**config.mk**
```make
export PLATFORM = sky130hd
export DESIGN_NAME = shift_sub_divider_flat
export DESIGN_NICKNAME = d
export VERILOG_FILES = /design/src/rtl/shift_sub_divider_if.sv /design/src/rtl/shift_sub_divider.sv /design/src/flat_wrapper.sv
export SDC_FILE = /design/constraint.sdc
export NUM_CORES = 1
export LEC_CHECK = 0
export BUFFER_PORTS_ARGS = -buffer_cell sky130_fd_sc_hd__clkbuf_2
export CAP_MARGIN = 20
export CORE_AREA = 2 2 55 57
export DETAILED_ROUTE_END_ITERATION = 8
export DIE_AREA = 0 0 57 59
export HOLD_SLACK_MARGIN = 0.1
export PLACE_DENSITY = 0.72
export SYNTH_ARGS = -nofsm -noshare
export SYNTH_HDL_FRONTEND = slang
export SYNTH_SLANG_ARGS = --single-unit
```
**constraint.sdc**
```tcl
create_clock -name clk -period 2.01 [get_ports clk]
set_input_delay 0.201 -clock clk [delete_from_list [all_inputs] [get_ports clk]]
set_output_delay 0.201 -clock clk [all_outputs]
set_load 0.02 [all_outputs]
```
**src/rtl/shift_sub_divider_if.sv**
```systemverilog
// Handshake and operand/result bundle for the shift-subtract divider.
// The master drives start and the operands; the slave returns the results and status.
interface shift_sub_divider_if #(
  parameter int N = 4
);
  logic         start;
  logic [N-1:0] dividend;
  logic [N-1:0] divisor;
  logic [N-1:0] quotient;
  logic [N-1:0] remainder;
  logic         busy;
  logic         done;
  logic         div_zero;

  modport master (
    output start, dividend, divisor,
    input  quotient, remainder, busy, done, div_zero
  );

  modport slave (
    input  start, dividend, divisor,
    output quotient, remainder, busy, done, div_zero
  );
endinterface

```
**src/rtl/shift_sub_divider.sv**
```systemverilog
// Sequential restoring unsigned divider: one quotient bit per clock, N+1 cycles per result.
// A zero divisor short-circuits straight to DONE with an all-ones quotient.
module shift_sub_divider #(
  parameter int N = 4
) (
  input  logic               clk,
  input  logic               reset,
  shift_sub_divider_if.slave bus
);
  localparam int CW = $clog2(N + 1);

  typedef enum logic [1:0] {S_IDLE, S_ITER, S_DONE} state_t;

  state_t         state_q, state_d;
  logic [N-1:0]   quo_q, quo_d;
  logic [N:0]     rem_q, rem_d;
  logic [N-1:0]   dvsr_q, dvsr_d;
  logic [CW-1:0]  count_q, count_d;
  logic [N-1:0]   quotient_q, quotient_d;
  logic [N-1:0]   remainder_q, remainder_d;
  logic           div_zero_q, div_zero_d;

  logic [N:0]     shifted_rem;
  logic [N:0]     trial;
  logic           trial_neg;

  always_ff @(posedge clk or negedge reset) begin
    if (!reset) begin
      state_q     <= S_IDLE;
      quo_q       <= '0;
      rem_q       <= '0;
      dvsr_q      <= '0;
      count_q     <= '0;
      quotient_q  <= '0;
      remainder_q <= '0;
      div_zero_q  <= 1'b0;
    end else begin
      state_q     <= state_d;
      quo_q       <= quo_d;
      rem_q       <= rem_d;
      dvsr_q      <= dvsr_d;
      count_q     <= count_d;
      quotient_q  <= quotient_d;
      remainder_q <= remainder_d;
      div_zero_q  <= div_zero_d;
    end
  end

  always_comb begin
    state_d     = state_q;
    quo_d       = quo_q;
    rem_d       = rem_q;
    dvsr_d      = dvsr_q;
    count_d     = count_q;
    quotient_d  = quotient_q;
    remainder_d = remainder_q;
    div_zero_d  = div_zero_q;

    // The partial remainder always stays below the divisor, so its top bit
    // is zero before the shift and the N+1-bit window loses nothing.
    shifted_rem = (N + 1)'({rem_q, quo_q[N-1]});
    trial_neg   = shifted_rem < {1'b0, dvsr_q};
    trial       = shifted_rem - {1'b0, dvsr_q};

    unique case (state_q)
      S_IDLE, S_DONE: begin
        state_d = S_IDLE;
        if (bus.start) begin
          if (bus.divisor != '0) begin
            quo_d      = bus.dividend;
            rem_d      = '0;
            dvsr_d     = bus.divisor;
            count_d    = CW'(N);
            div_zero_d = 1'b0;
            state_d    = S_ITER;
          end else begin
            quotient_d  = '1;
            remainder_d = bus.dividend;
            div_zero_d  = 1'b1;
            state_d     = S_DONE;
          end
        end
      end
      S_ITER: begin
        quo_d   = {quo_q[N-2:0], ~trial_neg};
        rem_d   = trial_neg ? shifted_rem : trial;
        count_d = count_q - CW'(1);
        if (count_q == CW'(1)) begin
          quotient_d  = quo_d;
          remainder_d = rem_d[N-1:0];
          state_d     = S_DONE;
        end
      end
      default: state_d = S_IDLE;
    endcase
  end

  assign bus.busy      = (state_q == S_ITER);
  assign bus.done      = (state_q == S_DONE);
  assign bus.quotient  = quotient_q;
  assign bus.remainder = remainder_q;
  assign bus.div_zero  = div_zero_q;
endmodule

```
**src/flat_wrapper.sv**
```systemverilog
// flat-port wrapper written by rule: the top's interface ports become plain ports
module shift_sub_divider_flat 
#(
  parameter int N = 4
)
  (clk, reset, bus_start, bus_dividend, bus_divisor, bus_quotient, bus_remainder, bus_busy, bus_done, bus_div_zero);
  shift_sub_divider_if #(.N(N)) bus_i ();
  input  logic clk;
  input  logic reset;
  input wire logic [$bits(bus_i.start)-1:0] bus_start;
  input wire logic [$bits(bus_i.dividend)-1:0] bus_dividend;
  input wire logic [$bits(bus_i.divisor)-1:0] bus_divisor;
  output wire logic [$bits(bus_i.quotient)-1:0] bus_quotient;
  output wire logic [$bits(bus_i.remainder)-1:0] bus_remainder;
  output wire logic [$bits(bus_i.busy)-1:0] bus_busy;
  output wire logic [$bits(bus_i.done)-1:0] bus_done;
  output wire logic [$bits(bus_i.div_zero)-1:0] bus_div_zero;
  assign bus_i.start = bus_start;
  assign bus_i.dividend = bus_dividend;
  assign bus_i.divisor = bus_divisor;
  assign bus_quotient = bus_i.quotient;
  assign bus_remainder = bus_i.remainder;
  assign bus_busy = bus_i.busy;
  assign bus_done = bus_i.done;
  assign bus_div_zero = bus_i.div_zero;
  shift_sub_divider #(.N(N)) u_core (.clk(clk), .reset(reset), .bus(bus_i));
endmodule
```
==> results of run 1 <==
[area by class of cell]
| type | count | share of cell area [%] |
|---|---|---|
| flip-flops and latches | 26 | 41.7 |
| inverters | 10 | 2.40 |
| repair buffers | 31 | 11.7 |
| clock buffers | 4 | 2.32 |
| well taps | 31 | 2.48 |
| multi-input cells | 91 | 39.4 |
[state kept, by name (all words and copies together) (netlist names)]
signal	flops
u_core.rem_q	4
u_core.count_q	3
u_core.bus.div_zero	1
u_core.quo_q	4
u_core.bus.quotient	4
u_core.state_q	2
u_core.dvsr_q	4
u_core.bus.remainder	4
[layout by cell type (no fill, tap or decap), drive strengths merged, types with 3 or more instances in the layout]
master / Yosys / final
nor2: 9 / 9
dfrtp: 26 / 26
clkbuf: 0 / 25
nand2: 26 / 26
a21oi: 6 / 6
buf: 5 / 9
inv: 10 / 10
o21ai: 8 / 8
ha: 6 / 6
a31oi: 4 / 4
nand2b: 3 / 3
o22ai: 3 / 3
[through the flow]
stage	area, µm²	TNS, ps
after floorplan	1310	0
after global placement	1440	0
after detailed placement	1440	0
final	1560	-81.2
after global routing	1560	-239
after CTS	1480	0
[worst max-delay path, delay by kind of cell, from the launching register on]
| kind | cells | cell delay, ps |
|---|---|---|
| buffers and inverters | 1 | 80 |
| flip-flops | 1 | 400 |
| AND/OR/NAND/NOR | 2 | 460 |
| AO/OA/AOI/OAI | 2 | 510 |
| multiplexers | 1 | 340 |
| adder cells (fa/ha/maj) | 1 | 200 |
[power by group through the flow]
stage,combinational (µW),clock (µW),sequential (µW)
2_1_floorplan,1020,0,992
3_3_place_gp,1430,0,923
3_5_place_dp,1480,0,935
4_1_cts,1490,269,926
5_1_grt,1930,289,958
6_report,1760,263,928
[logic make-up after synthesis]
| group | count (synthesis) | share of synthesized area (%) |
|---|---|---|
| buffers and inverters | 15 | 5.46 |
| XOR/XNOR | 1 | 0.671 |
| multiplexers | 3 | 2.49 |
| flip-flops | 26 | 49.9 |
| AND/OR/NAND/NOR | 51 | 20.1 |
| adder cells (fa/ha/maj) | 7 | 7.29 |
| AO/OA/AOI/OAI | 29 | 14.1 |
[repair_timing]
action                     CTS  global route
setup endpoints to repair    0             2
hold endpoints to repair    26             0
resized for setup            0             8
hold buffers                 1             0
buffers inserted             0             6
[worst min path at each step]
| stage | cells past startpoint | end | slack, ps | startpoint |
|---|---|---|---|---|
| after floorplan | 0 | u_core.bus.div_zero | -90 | reset |
| after global placement | 1 | u_core.dvsr_q[3] | 250 | reset |
| after detailed placement | 1 | u_core.dvsr_q[2] | 260 | reset |
| after CTS | 3 | u_core.dvsr_q[0] | 100 | bus_divisor[0] |
| after global routing | 3 | u_core.dvsr_q[0] | 100 | bus_divisor[0] |
| final | 3 | u_core.dvsr_q[0] | 100 | bus_divisor[0] |
[layer usage]
metal	global-route usage, %	vias to the layer above
li1	-	510
met1	23.6	539
met2	31.7	29
met3	2.40	6
met4	7.31	0
met5	0	-
==> reports/results.tsv, run 1 <==
stage	metric	value	unit
global_routing	vias in the first global route	1092	
synthesis	YS warnings	0	
drt	Top Metal Used	met4	
synthesis	#FFs+latches synth	26	
synthesis	Mean Syn Cell Area	9.89	µm²
timing	Setup Skew	10.2	ps
synthesis	Synth top area share	49.9	%
drt	DR DRC count	0	
floorplan	Cell Rows	19	
synthesis	register area share after synthesis	49.9	%
timing	Pins Over Slew Limit	0	
synthesis	Syn Nets	150	
timing	Final Hold Viols	0	
synthesis	top cells by count, synth	dfrtp_1, nand2_1, inv_1, nor2_1, o21ai_0	
synthesis	Netlist Area Pre-Place	0.00131	mm²
floorplan	Initial Util	48.2	%
clock_tree	CTS tree	built	
layout	Layout Area Growth over Synthesis	19.7	%
worst_setup_path	critical path required time	2260	ps
worst_setup_path	R2R Path End	u_core.bus.remainder[1]	
timing	final setup violation count	3	
drt	DRT Pass-1 Iters	4	
run_status	failing checks	negative setup slack	
layout	post-layout util	57.6	%
timing	RSZ-0062 raised after global routing	yes	
layout	share of cells above drive strength 1	29.0	%
clock_tree	root buf cell	clkbuf_4	
global_routing	pin count of the biggest net entering global routing	27	
layout	Final #Nets	181	
drt	met3 wire length	124	µm
clock_tree	# clock sinks	26	
drt	wire length on met1	1260	µm
worst_setup_path	R2R depth	7	
worst_setup_path	CP Data Arrival Time	2320	ps
run_status	status	finished with violations	
power	combinational group share of total power	59.6	%
worst_setup_path	CP startpoint	u_core.dvsr_q[1]	
placed_design	Cells after DPL	182	
worst_setup_path	CP max stage cell	dfrtp_1	
worst_setup_path	Crit Path Max Fanout	5	
drt	Met2 Wirelength	1520	µm
clock_tree	CTS max path bufs	2	
global_routing	first-pass GRT wire length	4760	µm
layout	Reg area	651	µm²
worst_setup_path	crit path to	u_core.bus.remainder[1]	
timing	actual slew at the worst max-slew pin	643	ps
placed_design	gpl congestion	0.865	
clock_tree	htree depth	1	
drt	Vias	1084	
run	max_cap viols	0	
hold_path	Hold WC Path Type	primary input to flop	
floorplan	DIE HEIGHT	59	µm
floorplan	DIE WIDTH	57	µm
floorplan	Core ar.	0.00271	mm²
drt	Antenna Nets Post-Route	0	
synthesis	area leader, netlist	dfrtp_1	
global_routing	total global routing track utilization	18.4	%
synthesis	synth top area cells	dfrtp_1, nand2_1, ha_1	
power	Reg power frac	31.4	%
worst_setup_path	worst r2r src	u_core.dvsr_q[1]	
power	Pwr Total	2950	µW
timing	Final period util	103	%
worst_setup_path	CP Launch Type	flop	
power	Psw	1280	µW
layout	Antenna Cells	0	
power	Clk pwr share	8.9	%
timing	relative slew slack	57.1	%
drt	DR vias/cell	5.62	
synthesis	Synth cell types	37	
floorplan	die footprint	0.00336	mm²
timing	WHS	101	ps
floorplan	io pins	22	
drt	drt wl/cell	15.4	µm
timing	post-route setup slack	-62.3	ps
layout	Layout Cells excl Fill	193	
timing	Final Critical Period	2070	ps
worst_setup_path	worst reg2reg setup slack	-60	ps
clock_tree	clock slew at reported path FFs	140	ps
placed_design	HPWL after detailed placement	2090	µm
synthesis	Async SR Flop Fraction	100	%
synthesis	main flop type after synthesis	dfrtp_1	
power	pwr dens	1890	mW/mm²
placed_design	Buffers on Ports	21	
power	Static Leak	0.000751	µW
clock_tree	CTS Buf Count	3	
layout	area taken by multi-input logic gates	616	µm²
layout	fill count	249	
worst_setup_path	crit-path cells	inv_2, ha_4, nor2b_4, o31a_1, nor3_4, mux2_4, a31oi_1	
placed_design	pre-CTS WS	57.9	ps
power	maximum VDD drop	1.11	mV
clock_tree	Clock Latency Late Sink	320	ps
global_routing	total global routing overflow	0	
worst_setup_path	element type at the critical path end	flop	
drt	final WL	2960	µm
synthesis	EDFF count, synth	0	
drt	initial DRC count	23	
global_routing	initial antenna violation count	0	
synthesis	Gate Count Post-Synth	132	
worst_setup_path	CP peak stage delay	400	ps
timing	maximum operating frequency	483	MHz
power	Int Power	1680	µW
power	switching share of power	43.2	%
worst_setup_path	WS Path Type	flop to flop	
Note: power is estimated with default switching activity, not from simulation.
==> inputs of run 2 (changes only) <==
CORE_AREA = 2 2 54 56   (was 2 2 55 57)
CTS_BUF_LIST = sky130_fd_sc_hd__clkbuf_8   (was not set)
DIE_AREA = 0 0 56 58   (was 0 0 57 59)
PLACE_DENSITY = 0.8   (was 0.72)
==> reports/results.tsv, run 2 (same netlist as run 1, synthesis figures left out) <==
stage	metric	value	unit	change
layout	Layout Area Growth over Synthesis	20.8	%	was 19.7%
timing	Final Hold Viols	0		unchanged
run_status	status	finished, final reports clean		was finished with violations
layout	fin area	0.00158	mm²	was 0.00156 mm²
global_routing	total global routing overflow	0		unchanged
clock_tree	clock slew at reported path FFs	90	ps	was 140 ps
timing	post-route setup slack	22.0	ps	was -62.3 ps
layout	most common cell after layout, fill and taps aside	nand2_1		
floorplan	DIE HEIGHT	58	µm	was 59 µm
placed_design	Buffers on Ports	21		unchanged
worst_setup_path	critical path required time	2210	ps	was 2260 ps
timing	maximum operating frequency	503	MHz	was 483 MHz
layout	Final #Nets	183		was 181
floorplan	io pins	22		unchanged
timing	RSZ-0062 raised after global routing	yes		unchanged
drt	Antenna Nets Post-Route	0		unchanged
clock_tree	Clock Latency Late Sink	270	ps	was 320 ps
hold_path	Hold Path Cell Cnt	3		unchanged
worst_setup_path	element type at the critical path end	flop		unchanged
layout	most frequent cells in the layout	nand2_1, dfrtp_1, clkbuf_2		unchanged
timing	Final Critical Period	1990	ps	was 2070 ps
drt	final WL	2930	µm	was 2960 µm
timing	Pins Over Slew Limit	0		unchanged
worst_setup_path	Crit Path Max Fanout	5		unchanged
floorplan	Cell Rows	19		unchanged
placed_design	HPWL after detailed placement	2090	µm	about the same
global_routing	first-pass GRT wire length	4800	µm	was 4760 µm
hold_path	Hold WC Path Type	primary input to flop		unchanged
drt	drt wl/cell	15.1	µm	was 15.4 µm
clock_tree	CTS max path bufs	2		unchanged
power	Static Leak	0.000761	µW	was 0.000751 µW
worst_setup_path	R2R Path End	u_core.bus.remainder[1]		unchanged
timing	WHS	164	ps	was 101 ps
clock_tree	root buf cell	clkbuf_8		was clkbuf_4
drt	DR vias/cell	5.31		was 5.62
placed_design	gpl congestion	0.873		was 0.865
floorplan	Core ar.	0.00266	mm²	was 0.00271 mm²
floorplan	DIE WIDTH	56	µm	was 57 µm
clock_tree	CTS tree	built		unchanged
worst_setup_path	worst reg2reg setup slack	20	ps	was -60 ps
drt	initial DRC count	23		unchanged
clock_tree	htree depth	1		unchanged
clock_tree	# clock sinks	26		unchanged
worst_setup_path	CP Data Arrival Time	2190	ps	was 2320 ps
timing	Final period util	98.9	%	was 103%
drt	Vias	1030		was 1,084
layout	share of cells above drive strength 1	28.8	%	was 29.0%
worst_setup_path	CP Launch Type	flop		unchanged
global_routing	pin count of the biggest net entering global routing	27		unchanged
floorplan	die footprint	0.00325	mm²	was 0.00336 mm²
hold_path	WHS Endpoint	u_core.bus.remainder[1]		was u_core.dvsr_q[0]
power	pwr dens	1860	mW/mm²	was 1890 mW/mm²
placed_design	pre-CTS WS	17.7	ps	was 57.9 ps
power	Pwr Total	2930	µW	was 2950 µW
timing	Setup Skew	8.47	ps	was 10.2 ps
worst_setup_path	worst r2r src	u_core.dvsr_q[1]		unchanged
worst_setup_path	WS Path Type	flop to flop		unchanged
timing	relative slew slack	56.2	%	was 57.1%
layout	fill count	246		was 249
global_routing	total global routing track utilization	19.2	%	was 18.4%
timing	actual slew at the worst max-slew pin	657	ps	was 643 ps
layout	post-layout util	59.2	%	was 57.6%
run	max_cap viols	0		unchanged
global_routing	vias in the first global route	1031		was 1,092
placed_design	Placed Area	0.00145	mm²	was 0.00144 mm²
drt	DR DRC count	0		unchanged
layout	Reg area	652	µm²	was 651 µm²
global_routing	initial antenna violation count	0		unchanged
floorplan	Initial Util	49.0	%	was 48.2%
timing	final setup violation count	0		was 3
clock_tree	CTS Buf Count	3		unchanged
hold_path	Hold Path Origin	bus_dividend[1]		was bus_divisor[0]
layout	area taken by multi-input logic gates	609	µm²	was 616 µm²
worst_setup_path	R2R depth	7		unchanged
drt	DRT Pass-1 Iters	4		unchanged
layout	Antenna Cells	0		unchanged
power	maximum VDD drop	1.10	mV	was 1.11 mV
run 2: per-stage QoR:
step	setup TNS [ps]	std cells
final	0	194
after global routing	-89.5	194
after CTS	0	187
after detailed placement	0	183
after global placement	0	183
after floorplan	0	132
run 2: cell type report:
type / count / share of cell area (%)
clock buffers: 3 / 2.62
inverters: 10 / 2.38
multi-input cells: 91 / 38.7
flip-flops and latches: 26 / 41.3
well taps: 31 / 2.46
repair buffers: 33 / 12.5
run 2: layer usage:
layer | global-route usage, % | share of wire (%) | up-vias
met5 | 0 | 0 | -
met4 | 6.12 | 2.4 | 0
met3 | 2.90 | 3.1 | 8
met2 | 32.3 | 49 | 20
met1 | 25.8 | 45 | 488
li1 | - | - | 514
run 2: worst max path at each step:
stage / startpoint / endpoint / slack (ps)
detailed placement: u_core.dvsr_q[1] / u_core.bus.remainder[1] / 20
global placement: u_core.dvsr_q[1] / u_core.bus.remainder[1] / 100
global route: u_core.dvsr_q[1] / u_core.bus.remainder[1] / -60
finish: u_core.dvsr_q[1] / u_core.bus.remainder[1] / 20
CTS: u_core.dvsr_q[1] / u_core.bus.remainder[1] / 10
floorplan: u_core.dvsr_q[1] / u_core.bus.remainder[1] / 150
run 2: power breakdown:
part | total, µW | internal (µW) | switching, µW | leakage [µW]
Combinational | 1710 | 779 | 930 | 0.000441
Sequential | 931 | 773 | 158 | 0.000299
Clock | 295 | 134 | 161 | 0.0000216
run 2: repair_timing:
action | CTS | global route
hold endpoints to repair | 26 | 0
gates resized for setup | 0 | 7
endpoints found under the setup margin | 0 | 3
setup buffers | 0 | 7
hold buffers | 1 | 0
run 2: worst max-delay path, stage by stage (launching register included):
cell,delay (ps)
dfrtp_1,380
inv_2,90
ha_4,210
nor2b_4,130
o31a_1,320
nor3_4,290
mux2_4,340
a31oi_1,160
==> inputs of run 3 (changes only) <==
ABC_AREA = 1   (was not set)
CORE_AREA = 2 2 56 58   (was 2 2 54 56)
DIE_AREA = 0 0 58 60   (was 0 0 56 58)
SLEW_MARGIN = 15   (was not set)
==> reports/results.tsv, run 3 <==
stage	metric	value	unit	change
run_status	status	finished, final reports clean		unchanged
timing	Pins Over Slew Limit	0		unchanged
clock_tree	htree depth	1		unchanged
timing	Final Hold Viols	0		unchanged
synthesis	synth top area cells	dfrtp_1, nand2_1, inv_1		was dfrtp_1, nand2_1, ha_1
placed_design	gpl congestion	0.810		was 0.873
placed_design	Cells after DPL	222		was 183
worst_setup_path	CP peak stage delay	440	ps	was 380 ps
global_routing	total global routing overflow	0		unchanged
layout	most frequent cells in the layout	nand2_1, inv_1, dfrtp_1		was nand2_1, dfrtp_1, clkbuf_2
floorplan	die footprint	0.00348	mm²	was 0.00325 mm²
clock_tree	# clock sinks	26		unchanged
placed_design	Buffers on Ports	21		unchanged
timing	Setup Skew	4.04	ps	was 8.47 ps
power	Static Leak	0.000894	µW	was 0.000761 µW
clock_tree	root buf cell	clkbuf_8		unchanged
worst_setup_path	element type at the critical path end	flop		unchanged
worst_setup_path	R2R depth	9		was 7
timing	actual slew at the worst max-slew pin	639	ps	was 657 ps
synthesis	largest family of logic cells by synthesized area	simple AND/OR/NAND/NOR gates		unchanged
synthesis	EDFF count, synth	0		unchanged
synthesis	YS warnings	0		unchanged
floorplan	Initial Util	48.8	%	was 49.0%
clock_tree	PostCTS Resize Cnt	0		unchanged
drt	initial DRC count	29		was 23
synthesis	compound-gate portion of the synthesized area	7.33	%	was 14.1%
layout	most common cell after layout, fill and taps aside	nand2_1		unchanged
layout	Layout Area Growth over Synthesis	15.2	%	was 20.8%
power	maximum VDD drop	1.17	mV	was 1.10 mV
clock_tree	Clock Latency Late Sink	270	ps	about the same
floorplan	io pins	22		unchanged
worst_setup_path	R2R Path End	u_core.bus.remainder[2]		was u_core.bus.remainder[1]
drt	Vias	1137		was 1,030
synthesis	Mean Syn Cell Area	8.33	µm²	was 9.89 µm²
drt	final WL	2700	µm	was 2930 µm
run	max_cap viols	0		unchanged
global_routing	vias in the first global route	1102		was 1,031
worst_setup_path	CP max stage cell	fa_1		was dfrtp_1
timing	final setup violation count	0		unchanged
synthesis	register area share after synthesis	45.9	%	was 49.9%
synthesis	Post-Synth XOR/XNOR Area	1.24	%	was 0.671%
layout	Final #Nets	213		was 183
placed_design	HPWL after detailed placement	2080	µm	was 2090 µm
worst_setup_path	CP Launch Type	flop		unchanged
floorplan	Core ar.	0.00290	mm²	was 0.00266 mm²
synthesis	mux cell area share after synthesis	0	%	was 2.49%
synthesis	Syn Nets	188		was 150
timing	RSZ-0062 raised after global routing	no		was yes
floorplan	DIE WIDTH	58	µm	was 56 µm
synthesis	Async SR Flop Fraction	100	%	unchanged
global_routing	first-pass GRT wire length	4720	µm	was 4800 µm
layout	share of cells above drive strength 1	21.1	%	was 28.8%
worst_setup_path	most used cell, CP	inv_1		
clock_tree	clock slew at reported path FFs	90	ps	about the same
timing	relative slew slack	57.4	%	was 56.2%
power	pwr dens	1840	mW/mm²	was 1860 mW/mm²
clock_tree	setup bufs post-CTS	0		unchanged
global_routing	initial antenna violation count	0		unchanged
drt	drt wl/cell	11.9	µm	was 15.1 µm
worst_setup_path	worst reg2reg setup slack	330	ps	was 20 ps
synthesis	area leader, netlist	dfrtp_1		unchanged
hold_path	Hold Path Origin	bus_divisor[3]		was bus_dividend[1]
synthesis	#FFs+latches synth	26		unchanged
drt	DRT Pass-1 Iters	4		unchanged
floorplan	Cell Rows	20		was 19
layout	Layout Cells excl Fill	227		was 194
layout	Antenna Cells	0		unchanged
drt	DR vias/cell	5.01		was 5.31
drt	Antenna Nets Post-Route	0		unchanged
synthesis	dominant cell by count in the synthesized netlist	nand2_1		
clock_tree	CTS tree	built		unchanged
hold_path	Hold WC Path Type	primary input to flop		unchanged
clock_tree	CTS Buf Count	3		unchanged
hold_path	WHS Endpoint	u_core.dvsr_q[3]		was u_core.bus.remainder[1]
clock_tree	CTS max path bufs	2		unchanged
synthesis	Gate Count Post-Synth	170		was 132
worst_setup_path	crit-path cells	inv_1, ha_1, inv_1, fa_1, xor2_1, nand3_1, nand3_1, nand2_1, inv_1		was inv_2, ha_4, nor2b_4, o31a_1, nor3_4, mux2_4, a31oi_1
hold_path	Hold Path Cell Cnt	3		unchanged
synthesis	Synth cell types	30		was 37
timing	Final period util	83.8	%	was 98.9%
timing	maximum operating frequency	594	MHz	was 503 MHz
drt	DR DRC count	0		unchanged
timing	setup TNS	0	ps	unchanged
timing	Final Critical Period	1680	ps	was 1990 ps
synthesis	main flop type after synthesis	dfrtp_1		unchanged
global_routing	pin count of the biggest net entering global routing	27		unchanged
worst_setup_path	Crit Path Max Fanout	3		was 5
worst_setup_path	WS Path Type	flop to flop		unchanged
synthesis	Netlist Area Pre-Place	0.00142	mm²	was 0.00131 mm²
worst_setup_path	CP Data Arrival Time	1850	ps	was 2190 ps
synthesis	top cells by count, synth	nand2_1, inv_1, dfrtp_1, nand3_1, nor2_1		was dfrtp_1, nand2_1, inv_1, nor2_1, o21ai_0
synthesis	Post-Synth Simple-Gate Area	28.0	%	was 20.1%
worst_setup_path	critical path required time	2180	ps	was 2210 ps
global_routing	total global routing track utilization	17.8	%	was 19.2%
floorplan	DIE HEIGHT	60	µm	was 58 µm
synthesis	adder-cell share of the synthesized area	6.71	%	was 7.29%
synthesis	Synth top area share	45.9	%	was 49.9%
worst_setup_path	worst r2r src	u_core.quo_q[3]		was u_core.dvsr_q[1]
## run 3: cell types whose count changed after synthesis, moves of 3 or more
cell,change
nand2b_1,-3
nor2_1,+6
a21oi_1,-5
or2_1,+3
nand2_1,+9
nand4_1,+5
inv_4,+3
o21ai_1,+5
nand3_1,+13
inv_1,+20
## run 3: layout make-up
| cell class | instances | area (µm²) |
|---|---|---|
| tap | 33 | 41.3 |
| multi-input combinational | 108 | 613 |
| fill | 275 | 1270 |
| clock inverter | 1 | 30.0 |
| clock buffer | 3 | 41.3 |
| timing repair buffer | 22 | 115 |
| inverter | 34 | 140 |
| sequential | 26 | 651 |
## run 3: power breakdown
part           internal, µW  switching (µW)  total, µW
sequential              781             145        926
combinational           573            1080       1660
clock                   266             156        422
## run 3: timing repair
action,4_1_cts,5_1_grt
setup endpoints to repair,0,0
hold endpoints to repair,26,0
hold buffers,1,0
## run 3: stage by stage
step           instance area, µm²  total power [µW]  hold slack, ps  setup WS [ps]  util, %
3_5_place_dp                 1550              2600             251            335     53.4
3_3_place_gp                 1550              2540             251            417     53.4
4_1_cts                      1630              3030             157            325     56.2
2_1_floorplan                1420              2220           -94.6            450        -
5_1_grt                      1630              3290             162            218     56.2
6_report                     1630              3000             156            325     56.2
## run 3: worst max-delay path: cells and delay by family, from the launching register on
family | cells | cell delay (ps)
simple gates | 3 | 240
flops | 1 | 390
xor+xnor | 1 | 170
buf+inv | 3 | 200
fa+ha+maj | 2 | 590
## run 3: cell families (layout without fill, tap and decap cells)
| kind of cell | count (synthesis) | in the layout |
|---|---|---|
| AND/OR/NAND/NOR | 81 | 81 |
| adder cells (fa/ha/maj) | 7 | 7 |
| XOR/XNOR | 2 | 2 |
| AO/OA/AOI/OAI | 18 | 18 |
| buffers and inverters | 36 | 60 |
| flip-flops | 26 | 26 |
## run 3: how the worst max path moves through the flow
| stage | start | end | slack [ps] | cells past startpoint |
|---|---|---|---|---|
| floorplan | u_core.quo_q[3] | u_core.bus.remainder[2] | 450 | 9 |
| global placement | u_core.quo_q[3] | u_core.bus.remainder[2] | 420 | 9 |
| detailed placement | u_core.quo_q[3] | u_core.bus.remainder[2] | 330 | 9 |
| CTS | u_core.quo_q[3] | u_core.bus.remainder[2] | 320 | 9 |
| global route | u_core.quo_q[3] | u_core.bus.remainder[2] | 220 | 9 |
| finish | u_core.quo_q[3] | u_core.bus.remainder[2] | 330 | 9 |
## run 3: metal layers
| layer | share of wire [%] | wire length, µm | global-route usage [%] | vias to the layer above |
|---|---|---|---|---|
| met5 | 0 | 0 | 0 | - |
| met2 | 52 | 1400 | 32.3 | 26 |
| li1 | - | - | - | 580 |
| met3 | 2.6 | 70 | 1.95 | 4 |
| met4 | 1.0 | 28 | 5.65 | 0 |
| met1 | 45 | 1210 | 22.4 | 527 |
